File: config.mk
export PLATFORM = sky130hd
export DESIGN_NAME = sipo_frame_reg
export DESIGN_NICKNAME = d
export VERILOG_FILES = /design/src/rtl/sipo_frame_reg.sv
export SDC_FILE = /design/constraint.sdc
export NUM_CORES = 1
export LEC_CHECK = 0
export ABC_AREA = 1
export BUFFER_PORTS_ARGS = -buffer_cell sky130_fd_sc_hd__buf_2
export CAP_MARGIN = 40
export CORE_MARGIN = 2
export CORE_UTILIZATION = 52
export CTS_BUF_LIST = sky130_fd_sc_hd__clkbuf_8 sky130_fd_sc_hd__clkbuf_16
export DETAILED_ROUTE_END_ITERATION = 10
export PLACE_DENSITY = 0.84
export SLEW_MARGIN = 20
export SYNTH_ARGS = -nofsm -noshare
export SYNTH_HDL_FRONTEND = slang
export SYNTH_SLANG_ARGS = --single-unit
export TNS_END_PERCENT = 5
File: constraint.sdc
create_clock -name clk -period 2.41 [get_ports clk]
set_input_delay 0.482 -clock clk [delete_from_list [all_inputs] [get_ports clk]]
set_output_delay 0.482 -clock clk [all_outputs]
set_load 0.03 [all_outputs]
File: src/rtl/sipo_frame_reg.sv
// ---------------------------------------------------------------------------
// sipo_frame_reg
//
// Serial-in / parallel-out word assembler for the UART receive path. Bits
// arrive one per clk edge while en is high, are shifted into a WIDTH-bit
// register, and every WIDTH-th bit completes a word. A completed word is
// copied into a holding register and offered to the consumer with a
// valid/ready handshake. If a new word completes while the previous one is
// still unconsumed, the holding register is overwritten and a sticky
// overrun flag is raised.
//
// Parameters
//   WIDTH      word length in bits, 2..32
//   LSB_FIRST  1: first received bit lands in bit 0 (UART order)
//              0: first received bit lands in bit WIDTH-1
//   CNT_W      width of bit_cnt, $clog2(WIDTH)
//
// Ports
//   clk           system clock, rising-edge active
//   rst_n         asynchronous active-low reset
//   en            shift strobe, one bit captured per edge while high
//   clr           synchronous flush of partial word, holding register, flags
//   serial_in     serial data bit, sampled when en=1
//   out_ready     consumer accepts parallel_out while word_valid=1
//   shift_data    live shift register contents
//   bit_cnt       bits captured in the current partial word
//   parallel_out  last completed word
//   word_valid    parallel_out holds an unconsumed word
//   overrun       sticky: a word completed before the previous was consumed
// ---------------------------------------------------------------------------
module sipo_frame_reg #(
    parameter int WIDTH     = 8,
    parameter bit LSB_FIRST = 1'b1,
    localparam int CNT_W    = $clog2(WIDTH)
) (
    input  logic             clk,
    input  logic             rst_n,
    input  logic             en,
    input  logic             clr,
    input  logic             serial_in,
    input  logic             out_ready,
    output logic [WIDTH-1:0] shift_data,
    output logic [CNT_W-1:0] bit_cnt,
    output logic [WIDTH-1:0] parallel_out,
    output logic             word_valid,
    output logic             overrun
);

    generate
        if (WIDTH < 2 || WIDTH > 32) begin : g_bad_width
            $error("sipo_frame_reg: WIDTH must be in 2..32");
        end
    endgenerate

    localparam logic [CNT_W-1:0] LAST_BIT = CNT_W'(WIDTH - 1);

    // Shift one bit into the word in the configured order.
    function automatic logic [WIDTH-1:0] shift_in(input logic [WIDTH-1:0] cur,
                                                  input logic             b);
        logic [WIDTH-1:0] r;
        if (LSB_FIRST) begin
            r = {b, cur[WIDTH-1:1]};
        end else begin
            r = {cur[WIDTH-2:0], b};
        end
        return r;
    endfunction

    logic [WIDTH-1:0] shift_p0;
    logic [CNT_W-1:0] cnt_p0;
    logic [WIDTH-1:0] hold_p1;
    logic             vld_p1;
    logic             ovr_p1;

    logic [WIDTH-1:0] shift_nxt;
    logic             complete;

    assign shift_nxt = shift_in(shift_p0, serial_in);
    // The WIDTH-th strobe of a word; the bit on serial_in is part of it.
    assign complete  = en && (cnt_p0 == LAST_BIT);

    // ---- stage p0: bit capture and counting ----
    always_ff @(posedge clk or negedge rst_n) begin
        if (!rst_n) begin
            shift_p0 <= '0;
            cnt_p0   <= '0;
        end else if (clr) begin
            shift_p0 <= '0;
            cnt_p0   <= '0;
        end else if (en) begin
            shift_p0 <= shift_nxt;
            cnt_p0   <= complete ? '0 : cnt_p0 + CNT_W'(1);
        end
    end

    // ---- stage p1: holding register and handshake ----
    always_ff @(posedge clk or negedge rst_n) begin
        if (!rst_n) begin
            hold_p1 <= '0;
            vld_p1  <= 1'b0;
            ovr_p1  <= 1'b0;
        end else if (clr) begin
            hold_p1 <= '0;
            vld_p1  <= 1'b0;
            ovr_p1  <= 1'b0;
        end else if (complete) begin
            // A completion always leaves a valid word. Only an unconsumed
            // previous word being overwritten counts as an overrun.
            hold_p1 <= shift_nxt;
            vld_p1  <= 1'b1;
            if (vld_p1 && !out_ready) begin
                ovr_p1 <= 1'b1;
            end
        end else if (vld_p1 && out_ready) begin
            vld_p1 <= 1'b0;
        end
    end

    assign shift_data   = shift_p0;
    assign bit_cnt      = cnt_p0;
    assign parallel_out = hold_p1;
    assign word_valid   = vld_p1;
    assign overrun      = ovr_p1;

endmodule
---- Word-level counts from Yosys, hierarchy flattened ----
Cells that the tools add are included.
cells by class
  add/sub/neg operators ................... 1
  reductions and logical operators ........ 9
  muxes and demuxes ....................... 13
  equality and inequality tests ........... 1
operators by type and width
  operator                                      count
  two-way mux 8 bit                             4
  two-way mux 3 bit                             3
  two-way mux 1 bit                             6
  nonzero test 2 bit                            3
  adder 3 x 1 -> 3 bit (second input constant)  1
  == test 3 bit (second input constant)         1
  logical AND 1 bit                             3
  nonzero test 3 bit                            1
  AND reduction 2 bit                           1
  zero test 1 bit                               1
storage, ports and cells
  register bits ........................... 21
  output and inout port bits .............. 21
  logic and storage cells ................. 29

---- Depth between registers and ports, before layout ----
Gate-level depths: netlist (run 1).
  depth in word-level cells ............... 5
  depth in mapped cells ................... 6
  gate-level depth less buffers ........... 6

---- Worst setup path after synthesis (run 1) ----
No wires, ideal clock.
  kind .................................... register to register
  start ................................... reg cnt_p0[0] (netlist: bit_cnt[0])
  end ..................................... reg hold_p1[6] (netlist: parallel_out[6])
  arrival ................................. 1.295 ns
  period minus slack after synthesis ...... 1.369 ns
  required time ........................... 2.336 ns
  setup slack ............................. 1.041 ns
  cell stages (with the launch flop) ...... 7
  path through ............................ dfrtp_1 > ha_1 > ha_1 > nand2_4 > buf_6 > nand3_1 > o21ai_2
between the ends
  longest elaborated chain between the ends .. 3
RTL lines
  item                          RTL line  text
  from (decl)                   70        logic [CNT_W-1:0] cnt_p0;
  from (signal assigned)        92        cnt_p0 <= complete ? '0 : cnt_p0 + CNT_W'(1);
  == test 3 bit                 80        assign complete = en && (cnt_p0 == LAST_BIT);
  logical AND 1 bit             80
  nonzero test 2 bit (no line)  -
  to (signal assigned)          109       hold_p1 <= shift_nxt;
  to (decl)                     71        logic [WIDTH-1:0] hold_p1;
No other way between the ends.
A chain may end at the register's enable or synchronous reset.

---- Worst setup path after layout (run 1) ----
  start ................................... reg cnt_p0[0] (netlist: bit_cnt[0])
  end ..................................... reg vld_p1 (netlist: word_valid)
between the ends
  longest elaborated chain between the ends .. 4
  elaborated cells on any way between the ends .. 5
RTL lines
  item                   RTL line  text
  == test 3 bit (*)      80
  logical AND 1 bit (*)  80
  two-way mux 1 bit      106       end else if (complete) begin
  two-way mux 1 bit      102       end else if (clr) begin
  to (signal assigned)   100       vld_p1 <= 1'b0;
  to (signal assigned)   104       vld_p1 <= 1'b0;
  to (signal assigned)   110       vld_p1 <= 1'b1;
  to (decl)              72        logic vld_p1;
Mark *: on every way between the ends. The rest lies on a longest branch, timed or not.

==> results of run 1 <==
## sequential cells by signal (all words and copies together), names as in the netlist
| register | cells |
|---|---|
| overrun | 1 |
| bit_cnt | 3 |
| word_valid | 1 |
| shift_data | 8 |
| parallel_out | 8 |
## how the worst min path moves through the flow
stage / from / to / slack (ps)
2_1_floorplan: rst_n / bit_cnt[0]$_DFFE_PN0P_ / 190
3_3_place_gp: rst_n / parallel_out[7]$_DFFE_PN0P_ / 450
3_5_place_dp: rst_n / parallel_out[6]$_DFFE_PN0P_ / 460
4_1_cts: rst_n / parallel_out[6]$_DFFE_PN0P_ / 180
5_1_grt: rst_n / parallel_out[1]$_DFFE_PN0P_ / 200
6_report: rst_n / parallel_out[6]$_DFFE_PN0P_ / 170
## cell type report
type	count	area (sq um)	area share, %
flip-flops and latches	21	526	51.1
multi-input cells	58	289	28.1
repair buffers	26	130	12.7
clock buffers	3	41.3	4.01
well taps	16	20.0	1.95
inverters	5	18.8	1.82
clock inverters	1	3.75	0.365
## power groups by stage
stage	logic [mW]	clock network [mW]	registers [mW]
6_report	0.0513	0.217	0.363
5_1_grt	0.0576	0.238	0.364
4_1_cts	0.0519	0.223	0.363
3_5_place_dp	0.0515	0	0.370
3_3_place_gp	0.0505	0	0.370
2_1_floorplan	0.0183	0	0.382
## cell usage after synthesis, drive strengths merged
library cell and instances:
inv 5, nand2 23, xnor2 1, dfrtp 21
o21ai 17, ha 2, a21oi 1, nor2 5
nand3 9, buf 3
## per-stage QoR
step	power, mW	instance area (sq um)	util, %	hold WS (ps)
4_1_cts	0.638	1030	67.5	180
5_1_grt	0.660	1030	67.5	204
6_report	0.631	1030	67.5	165
3_3_place_gp	0.420	983	64.5	453
2_1_floorplan	0.400	861	-	186
3_5_place_dp	0.421	983	64.5	457
## layout by cell type, fill, tap and decap left out, drive strengths merged
| cell | instances |
|---|---|
| nand2 | 23 |
| clkbuf | 3 |
| buf | 26 |
| inv | 6 |
| nand3 | 9 |
| o21ai | 17 |
| a21oi | 1 |
| nor2 | 5 |
| ha | 2 |
| xnor2 | 1 |
| dfrtp | 21 |
## cell families after synthesis
logic type	count (synthesis)
AND/OR/NAND/NOR	37
XOR/XNOR	1
adder cells (fa/ha/maj)	2
buffers and inverters	8
flip-flops	21
AO/OA/AOI/OAI	18
## layer usage
metal	global-route usage, %	vias up	wire length (microns)
li1	-	340	-
met3	2.45	4	73
met4	10.9	0	17
met2	32.2	23	809
met1	24.7	329	770
met5	0	-	0
==> impl_metrics.ini, run 1 <==
[sta]
tns_ps = 0
rsz_0062_raised_after_global_routing = no
period_share_pct = 55.7
finalSetupViolations = 0
max_freq_mhz = 745
post-route-min-period_ps = 1340
slew_viol_final = 0
max-slew-margin-rel_pct = 56.7
setup_slack_ps = 1070
hold_viol_final = 0
clock_skew_ps = 4.08
slew_at_the_pin_closest_to_its_max_slew_limit_ps = 647

[worst_setup_path]
critPathLaunch = bit_cnt[0]$_DFFE_PN0P_
cp_slowest_cell = dfrtp_1
setup_slack_of_the_most_critical_reg_to_reg_path_ps = 1070
arrival_ps = 1490
worst-path-buf-inv = 1
crit_fanout = 18
crit_path_end = word_valid$_DFFE_PN0P_
worstSetupEndpointType = flip-flop
slowest_delay_ps = 410
critical_path.top_delay_family = adder cells
cp.required_ps = 2560
cp.depth = 6
reg2reg_from = bit_cnt[0]$_DFFE_PN0P_
category_of_the_critical_setup_timing_path = flip-flop to flip-flop
path_cells = ha_1 > ha_1 > nand2_4 > inv_1 > nor2_1 > nor2_1
worst-r2r-cell-count = 6
reg2reg_to = word_valid$_DFFE_PN0P_
critPathLaunchType = flip-flop

[route]
route.detailed.drc = 0
finalWirelength_mm = 1.67
drt_pre_antenna_iters = 5
routedWlPerCell_microns = 12.8
final_antenna_net_count = 0
post_drt_via_cell_ratio = 5.35
routed-via-count = 696
initialDrtViolationCount = 23

[power_and_ir_drop]
share_seq_of_total_power_pct = 57.5
power.density_nw_per_um2 = 614
power.leakage_nw = 0.570
ir_drop_v = 0.000429
p_sw_share_pct = 23.3
net-switching-power_uw = 147
combPwrFrac_pct = 8.1
p_clk_share_pct = 34.4
internal_cell_power_uw = 485

[layout]
flow.area_growth_from_synthesis_pct = 19.5
num-nets-final = 123
final_layout_size_suffix_gt1_share_pct = 28.9
layoutNonFillerInstCount = 130
antenna_cells = 0
layout.filler_cells = 126

[synth]
synth.yosys.seq_area_share_pct = 61.0
largest_family_of_logic_cells_by_synthesized_area = simple AND/OR/NAND/NOR gates
synth-seq-cells = 21
avgSynthCellArea_sq_um = 9.89
synth_area_in_simple_gates_pct = 18.3
synth_fa_ha_area_share_pct = 2.91
yosysTopAreaCell = dfrtp_1
syn_inst = 87
post_synth_main_area_contributors = dfrtp_1, nand2_1, o21ai_0, nand3_1, ha_1
synth.cell_area_sq_um = 861
synth.area.mux_share_pct = 0
synth_nets = 95
synth_compound_area_share_pct = 11.3
yosys.area.top_type_share_pct = 61.0
synth-xor-area-share_pct = 1.02
synth_cell_types = 14
yosys_warnings = 0

[clock_network]
post-cts-setup-buffers = 0
cts-root-to-sink-buffers = 2
cts_resized = 0
tritoncts.num_buffers = 3
cts.hold.buffers_added = 0
path_clk_slew_ps = 70
insertion_delay_to_the_later_sink_of_the_worst_skew_pair_ps = 250
number_of_clock_sinks = 21
htree_num_levels = 1
cts.root.buffer_cell = clkbuf_8
clock_tree_from_tritoncts = yes

[outcome]
outcome = finished, final reports clean

[global_route]
grt_start_max_net_pins = 22
number_of_antenna_violations_at_the_first_check_in_global_routing = 0
grt_use_total_pct = 19.5
wire_length_of_the_first_global_routing_pass_mm = 2.73
grt_overflow_total = 0
first_global_vias = 643

[die]
fp.dieW_microns = 44.7
floorplan.initialDensity_pct = 56.5
floorplan.die.height_microns = 44.7
io_pins = 27
placement_rows = 14
fp.coreArea_sq_um = 1520
dieArea_sq_um = 2000

[run]
number_of_max_cap_violations = 0

[placed_design]
place_worst_setup_slack_ps = 934
placed_cells_incl_taps = 126
dp.final_hpwl_mm = 1.16
finalWeightedCongestion = 0.825
buffer_ports.inserted = 26

[hold_path]
min_path_type = input port to asynchronous set/reset pin
(Power assumes the default switching activity.)
==> run 2, diff against run 1 <==
--- a/config.mk
+++ b/config.mk
@@ -9,10 +9,10 @@
 export BUFFER_PORTS_ARGS = -buffer_cell sky130_fd_sc_hd__buf_2
 export CAP_MARGIN = 40
 export CORE_MARGIN = 2
-export CORE_UTILIZATION = 52
+export CORE_UTILIZATION = 48
 export CTS_BUF_LIST = sky130_fd_sc_hd__clkbuf_8 sky130_fd_sc_hd__clkbuf_16
 export DETAILED_ROUTE_END_ITERATION = 10
-export PLACE_DENSITY = 0.84
+export PLACE_DENSITY = 0.79
 export SLEW_MARGIN = 20
 export SYNTH_ARGS = -nofsm -noshare
 export SYNTH_HDL_FRONTEND = slang
==> constraint.sdc (replaced) <==
create_clock -name clk -period 1.25 [get_ports clk]
set_input_delay 0.25 -clock clk [delete_from_list [all_inputs] [get_ports clk]]
set_output_delay 0.25 -clock clk [all_outputs]
set_load 0.03 [all_outputs]
==> impl_metrics.ini, run 2 (synthesis gave the netlist of run 1 again) <==
[global_route]
number_of_antenna_violations_at_the_first_check_in_global_routing = 0
grt_use_total_pct = 19.4
wire_length_of_the_first_global_routing_pass_mm = 2.82
grt_overflow_total = 0
grt_start_max_net_pins = 22
first_global_vias = 636

[worst_setup_path]
setup_slack_of_the_most_critical_reg_to_reg_path_ps = 50
worstSetupEndpointType = flip-flop
crit_fanout = 18
critPathLaunchType = flip-flop
path_cells = ha_4 > ha_4 > nand2_8 > inv_1 > nor2_1 > nor2_1
arrival_ps = 1350
category_of_the_critical_setup_timing_path = flip-flop to flip-flop
critPathLaunch = bit_cnt[0]$_DFFE_PN0P_
crit_path_end = word_valid$_DFFE_PN0P_
reg2reg_from = bit_cnt[0]$_DFFE_PN0P_
reg2reg_to = word_valid$_DFFE_PN0P_
slowest_delay_ps = 440
worst-r2r-cell-count = 6
cp.required_ps = 1410
cp_slowest_cell = dfrtp_2

[layout]
layout_commonest_cell = buf_2
combined_area_of_the_multi_input_logic_cells_sq_um = 330
area.sequential_sq_um = 528
commonest_cells_after_routing_fill_and_taps_aside = buf_2, nand2_1, dfrtp_1, o21ai_0, nand3_1
final_layout_size_suffix_gt1_share_pct = 35.6
num-nets-final = 127
layout.filler_cells = 138
antenna_cells = 0
flow.area_growth_from_synthesis_pct = 29.7
layoutNonFillerInstCount = 143

[sta]
hold_viol_final = 0
max_freq_mhz = 836
period_share_pct = 95.7
slew_viol_final = 0
slew_at_the_pin_closest_to_its_max_slew_limit_ps = 459
finalSetupViolations = 0
rsz_0062_raised_after_global_routing = no
setup_slack_ps = 54.2
post-route-min-period_ps = 1200
max-slew-margin-rel_pct = 69.4
clock_skew_ps = 2.57
tns_ps = 0

[clock_network]
tritoncts.num_buffers = 3
number_of_clock_sinks = 21
cts.root.buffer_cell = clkbuf_8
clock_tree_from_tritoncts = yes
cts-root-to-sink-buffers = 2
path_clk_slew_ps = 80
htree_num_levels = 1
insertion_delay_to_the_later_sink_of_the_worst_skew_pair_ps = 260

[route]
initialDrtViolationCount = 10
finalWirelength_mm = 1.83
routed-via-count = 716
post_drt_via_cell_ratio = 5.01
routedWlPerCell_microns = 12.8
drt_pre_antenna_iters = 4
route.detailed.drc = 0
final_antenna_net_count = 0

[die]
placement_rows = 15
dieArea_sq_um = 2150
floorplan.initialDensity_pct = 50.4
fp.coreArea_sq_um = 1710
io_pins = 27
floorplan.die.height_microns = 46.4
fp.dieW_microns = 46.4

[hold_path]
min_path_type = input port to flip-flop

[placed_design]
buffer_ports.inserted = 26
place_worst_setup_slack_ps = -3.20
dp.final_hpwl_mm = 1.18
placed_cells_incl_taps = 136
finalWeightedCongestion = 0.717

[power_and_ir_drop]
power.leakage_nw = 0.577
power.density_nw_per_um2 = 1120
ir_drop_v = 0.000596

[run]
number_of_max_cap_violations = 0

[outcome]
outcome = finished, final reports clean
[run 2: changes by cell type in the layout (fill, tap and decap cells not counted), sizes merged]
| cell | change |
|---|---|
| dlygate4sd3 | +1 |
| buf | +3 |
[run 2: worst min path at each step]
stage,from,endpoint,slack (ps),cells after the start
2_1_floorplan,rst_n,bit_cnt[0]$_DFFE_PN0P_,-50,0
3_3_place_gp,rst_n,bit_cnt[2]$_DFFE_PN0P_,220,1
3_5_place_dp,rst_n,bit_cnt[2]$_DFFE_PN0P_,230,1
4_1_cts,clr,overrun$_DFFE_PN0P_,180,2
5_1_grt,clr,overrun$_DFFE_PN0P_,190,2
6_report,clr,overrun$_DFFE_PN0P_,180,2
[run 2: cell type report]
class / instances / area share, %
Sequential cell: 21 / 47.3
Multi-Input combinational cell: 58 / 29.6
Timing Repair Buffer: 30 / 14.6
Clock buffer: 3 / 3.70
Tap cell: 25 / 2.80
Inverter: 5 / 1.68
Clock inverter: 1 / 0.336
[run 2: timing repair]
item	in CTS	in global routing
setup buffers	0	2
gates cloned	0	0
pin swaps	0	2
hold buffers	1	0
resized for setup	1	5
endpoints found under the setup margin	3	3
endpoints found under the hold margin	21	0
[run 2: routing by layer]
layer	vias to the layer above	share of wire (%)	GRT usage (%)	wire [microns]
li1	348	-	-	-
met1	343	44	22.3	814
met2	19	48	31.4	887
met3	6	4.3	4.31	78
met4	0	2.8	14.3	52
met5	-	0	0	0
[run 2: stage by stage]
stage / hold slack, ps / power (mW) / cell area [sq um] / util [%]
after global routing: 190 / 1.30 / 1120 / 65.3
final: 184 / 1.25 / 1120 / 65.3
after detailed placement: 228 / 0.822 / 1020 / 59.7
after CTS: 182 / 1.26 / 1080 / 63.4
after global placement: 222 / 0.819 / 1020 / 59.7
after floorplan: -45.6 / 0.777 / 878 / -
[run 2: critical path: cells and delay by family, from the launching register on]
family        cells  cell delay (ps)
fa+ha+maj         2              340
buf+inv           1               60
flops             1              440
simple gates      3              260
[run 2: power breakdown]
group | leakage, nW | total, mW | switching [mW] | internal, mW
sequential | 0.288 | 0.704 | 0.0126 | 0.691
combinational | 0.262 | 0.110 | 0.0776 | 0.0325
clock | 0.0269 | 0.436 | 0.217 | 0.219
total | 0.577 | 1.25 | 0.308 | 0.943
